### src/rtl/jk_bank_arbiter.sv
// Bank of N_BITS JK cells behind one shared update port, arbitrated
// round-robin between two requesters.
module jk_bank_arbiter #(
  parameter int N_BITS = 6,
  parameter int ADDR_W = 3,
  parameter int CNT_W  = 8
) (
  input  logic              clk,
  input  logic              reset,
  input  logic              req0_valid,
  input  logic [ADDR_W-1:0] req0_addr,
  input  logic              req0_j,
  input  logic              req0_k,
  output logic              req0_ready,
  input  logic              req1_valid,
  input  logic [ADDR_W-1:0] req1_addr,
  input  logic              req1_j,
  input  logic              req1_k,
  output logic              req1_ready,
  output logic [N_BITS-1:0] q,
  output logic [N_BITS-1:0] qb,
  output logic              ack0,
  output logic              ack1,
  output logic              addr_err,
  output logic [CNT_W-1:0]  cmd_count
);

  // Handshake: a command is accepted on a rising edge where valid && ready;
  // ready is combinational, never asserts without its own valid, never for
  // both requesters at once, and is held low while reset is high.

  localparam logic [ADDR_W:0] LP_N_BITS = (ADDR_W+1)'(N_BITS);

  logic              r_prio;
  logic [N_BITS-1:0] r_q;
  logic              r_ack0;
  logic              r_ack1;
  logic              r_addr_err;
  logic [CNT_W-1:0]  r_cnt;

  logic              w_grant0;
  logic              w_grant1;
  logic              w_accept;
  logic              w_addr_ok;
  logic              w_j;
  logic              w_k;
  logic [ADDR_W-1:0] w_addr;
  logic [N_BITS-1:0] w_q_next;

  always_comb begin
    w_grant0 = !reset && req0_valid && (!req1_valid || !r_prio);
    w_grant1 = !reset && req1_valid && (!req0_valid ||  r_prio);
    w_accept = w_grant0 || w_grant1;
    if (w_grant1) begin
      w_addr = req1_addr;
      w_j    = req1_j;
      w_k    = req1_k;
    end else begin
      w_addr = req0_addr;
      w_j    = req0_j;
      w_k    = req0_k;
    end
    w_addr_ok = {1'b0, w_addr} < LP_N_BITS;
  end

  always_comb begin
    w_q_next = r_q;
    for (int i = 0; i < N_BITS; i++) begin
      if (w_addr_ok && w_addr == ADDR_W'(i)) begin
        case ({w_j, w_k})
          2'b01:   w_q_next[i] = 1'b0;
          2'b10:   w_q_next[i] = 1'b1;
          2'b11:   w_q_next[i] = ~r_q[i];
          default: w_q_next[i] = r_q[i];
        endcase
      end
    end
  end

  always_ff @(posedge clk or posedge reset) begin
    if (reset) begin
      r_prio     <= 1'b0;
      r_q        <= '0;
      r_ack0     <= 1'b0;
      r_ack1     <= 1'b0;
      r_addr_err <= 1'b0;
      r_cnt      <= '0;
    end else begin
      r_ack0     <= w_grant0;
      r_ack1     <= w_grant1;
      r_addr_err <= w_accept && !w_addr_ok;
      if (w_accept) begin
        r_q <= w_q_next;
      end
      if (w_accept && r_cnt != '1) begin
        r_cnt <= r_cnt + CNT_W'(1);
      end
      // Under contention the favoured side always wins, so flipping here
      // yields strict alternation; single-requester grants keep priority.
      if (req0_valid && req1_valid) begin
        r_prio <= ~r_prio;
      end
    end
  end

  assign req0_ready = w_grant0;
  assign req1_ready = w_grant1;
  assign q          = r_q;
  assign qb         = ~r_q;
  assign ack0       = r_ack0;
  assign ack1       = r_ack1;
  assign addr_err   = r_addr_err;
  assign cmd_count  = r_cnt;

endmodule

### config.mk
export PLATFORM = sky130hd
export DESIGN_NAME = jk_bank_arbiter
export DESIGN_NICKNAME = d
export VERILOG_FILES = /design/src/rtl/jk_bank_arbiter.sv
export SDC_FILE = /design/constraint.sdc
export NUM_CORES = 1
export LEC_CHECK = 0
export CAP_MARGIN = 15
export CORE_UTILIZATION = 40
export DETAILED_ROUTE_END_ITERATION = 6
export DONT_BUFFER_PORTS = 1
export PLACE_DENSITY = 0.58
export RECOVER_POWER = 25
export SLEW_MARGIN = 10
export SYNTH_ARGS = -nofsm -noshare
export SYNTH_HDL_FRONTEND = slang
export SYNTH_SLANG_ARGS = --single-unit
### constraint.sdc
create_clock -name clk -period 1.65 [get_ports clk]
set_input_delay 0.2475 -clock clk [delete_from_list [all_inputs] [get_ports clk]]
set_output_delay 0.2475 -clock clk [all_outputs]
set_load 0.05 [all_outputs]
==> metrics.csv <==
stage,metric,value,unit
die,io_pins,39,
logic_synthesis,synth_top_area_cell,dfrtp_1,
worst_setup_path,crit_path_end_kind,register,
power,seq_power_share,28.4,%
power,power,2.75,mW
worst_hold_path,hold_class,in -> reg,
clocking,htreeDepth,1,
power,p_switching,1.50,mW
routing,drt-pass1-iter-count,4,
logic_synthesis,synthesis.area,1030,sq um
sta,finalSetupTns,-0.128,ns
logic_synthesis,ys_seq_elements,18,
logic_synthesis,post-synth-top-count-cell,dfrtp_1,
clocking,cts_tree,built,
final_layout,n_fill_cell,205,
clocking,cts_sinks,18,
power,cellPowerDensity,2010,nW/um^2
logic_synthesis,syn_nets,115,
routing,wl_per_cell,15.0,um
power,p_clk_share,9.8,%
status,status,finished with violations,
sta,maxSlewViolCount,0,
global_route,grt_pass1_wl,3790,um
die,core_region_area,2320,sq um
logic_synthesis,ys.warnings.count,0,
logic_synthesis,yosysUniqueCellTypes,39,
routing,wl,2360,um
placed_design,dpl.cell_count,152,
logic_synthesis,netlist_top_cells_area,"dfrtp_1 (44%), mux2_2 (5.5%), xnor2_1 (3.4%), inv_1 (3.3%), nor2_1 (3.3%)",
logic_synthesis,async_flop_share,100,%
die,rows,17,
sta,period_share,105,%
sta,tightest_slew,0.959,ns
logic_synthesis,netlist.area_leader.share,43.9,%
global_route,first_global_vias,857,
logic_synthesis,synthesis.instances,100,
final_layout,drive_gt1_share,41.9,%
placed_design,place_congestion,0.777,
logic_synthesis,synth_seq_area_share,43.9,%
die,start_util,44.3,%
clocking,clock_path_buffers,2,
clocking,cts_buffers,3,
global_route,antenna_found_initial,0,
routing,ant_nets,0,
die,die_x,52.6,um
placed_design,dp_hpwl,1820,um
clocking,clockRootBuffer,clkbuf_4,
power,switching_share,54.6,%
sta,min_period,1.73,ns
worst_setup_path,startpoint_type,register,
final_layout,areaGrowthSynthToFinish,33.8,%
flow_run,drv_cap,0,
sta,slew_headroom,36.1,%
sta,rsz0062_at_grt,true,
final_layout,final_cell_count_no_fill,157,
worst_setup_path,required,1.84,ns
routing,detail_route.iter0.violations,11,
clocking,clk_pin_slew_worst_paths,0.11,ns
logic_synthesis,synthTopCellsByCount,"dfrtp_1 (18), inv_1 (9), nor2_1 (9)",
logic_synthesis,synth_edf_count,0,
power,combinationalPowerShare,61.8,%
power,ir_drop,1200,uV
sta,finalSetupViolations,4,
global_route,grt_max_degree,19,
power,p_int,1.25,mW
placed_design,io_buffers,0,
sta,setup_slack,-0.0778,ns
power,p_leak,0.599,nW
final_layout,num_antenna_cells,0,
routing,viasPerCell,5.62,
sta,fmax,0.579,GHz
clocking,insertion_delay,0.29,ns
routing,drc,0,
sta,hold_violations,0,
status,violations,negative setup slack,
sta,clock_skew,0.00878,ns
logic_synthesis,synth_area_per_cell,10.3,sq um
routing,dr_total_vias,883,
global_route,grt_usage,18.6,%
worst_setup_path,rrSetupSlack,-0.08,ns
die,die_area,2770,sq um
worst_setup_path,path_class,reg -> reg,
global_route,grt-ovfl-total,0,
final_layout,layout.nets,145,
worst_setup_path,worstPathMaxFanout,3,
die,die_h,52.6,um
worst_setup_path,cp.arrival,1.92,ns
logic_synthesis,ys.flop_type,dfrtp_1,
[worst paths after layout]
kind / start / end / cells after the start
max: r_prio / q[2] / 5
min: req1_valid / r_prio / 2
max reg2reg: r_prio / q[2] / 5
min reg2reg: q[4] / q[4] / 2
max in group asynchronous: reset / cmd_count[5] / 3
min in group asynchronous: reset / cmd_count[2] / 3
[what timing repair did]
action / 4_1_cts / 5_1_grt
hold buffers: 1 / 0
hold endpoints to repair: 18 / 0
resized for setup: 7 / 8
pin swaps: 0 / 1
buffers inserted: 0 / 0
setup endpoints to repair: 7 / 7
[layout make-up]
cell class                      instances  area, sq um  share of cell area [%]
Multi-Input combinational cell         73          608                    44.3
Timing Repair Buffer                   25          198                    14.4
Inverter                                9         37.5                    2.73
Sequential cell                        18          458                    33.4
Clock buffer                            4         36.3                    2.64
Tap cell                               28         35.0                    2.55
[registers in the layout, summed over array words and instances, names as in the netlist]
name       flops
r_prio         1
ack1           1
q              6
addr_err       1
ack0           1
cmd_count      8
[per-stage QoR]
| step | hold slack [ns] | utilization (%) | cell area [sq um] | setup WS (ns) |
|---|---|---|---|---|
| after floorplan | 0.0898 | - | 1050 | -0.0975 |
| after global placement | 0.182 | 54.8 | 1270 | -0.0481 |
| after detailed placement | 0.185 | 54.8 | 1270 | -0.114 |
| after CTS | 0.0867 | 57.8 | 1340 | -0.0816 |
| after global routing | 0.0736 | 59.2 | 1370 | -0.118 |
| final | 0.101 | 59.2 | 1370 | -0.0778 |
[logic make-up (layout without fill, tap and decap cells)]
group,Yosys count,after routing,share of synthesized area (%)
DFF,18,18,43.9
AOI/OAI and AO/OA,21,21,13.9
adders and majority gates,1,1,1.22
buffers and inverters,9,38,3.29
and+or+nand+nor,34,34,20.9
muxes,10,10,10.9
xor gates and xnor gates,7,7,5.98
[metal layers]
layer  track usage (%)  part of all wire [%]
met5                 0                     0
met4              1.32                     0
met3              7.54                   7.2
met2              30.4                    50
met1              23.8                    43
[cells in the final DEF (no fill, tap or decap), types with 2 or more instances in the layout]
cell type / n
dfrtp_1: 12
clkbuf_4: 3
mux2i_1: 2
nor2b_4: 2
o21ai_1: 2
xnor2_1: 4
mux2_4: 3
nand2_1: 4
buf_4: 21
dfrtp_2: 6
mux2_2: 3
nor3_1: 3
xor2_1: 3
a21oi_1: 5
inv_1: 8
nor2_1: 9
nand3_1: 4
o21ai_0: 3
[power by group through the flow]
stage / logic, mW / clock network (mW) / registers, mW
after CTS: 1.69 / 0.283 / 0.783
after global placement: 1.64 / 0 / 0.774
after global routing: 1.80 / 0.308 / 0.805
after detailed placement: 1.66 / 0 / 0.791
final: 1.70 / 0.270 / 0.781
after floorplan: 0.649 / 0 / 1.37
[critical path, cell delays in order (launching register included)]
cell and delay, ns:
dfrtp_1 0.42, nor2b_4 0.08, or4_4 0.53, a21oi_4 0.14, nor2b_4 0.16, mux2_4 0.29
(Power assumes the default switching activity.)
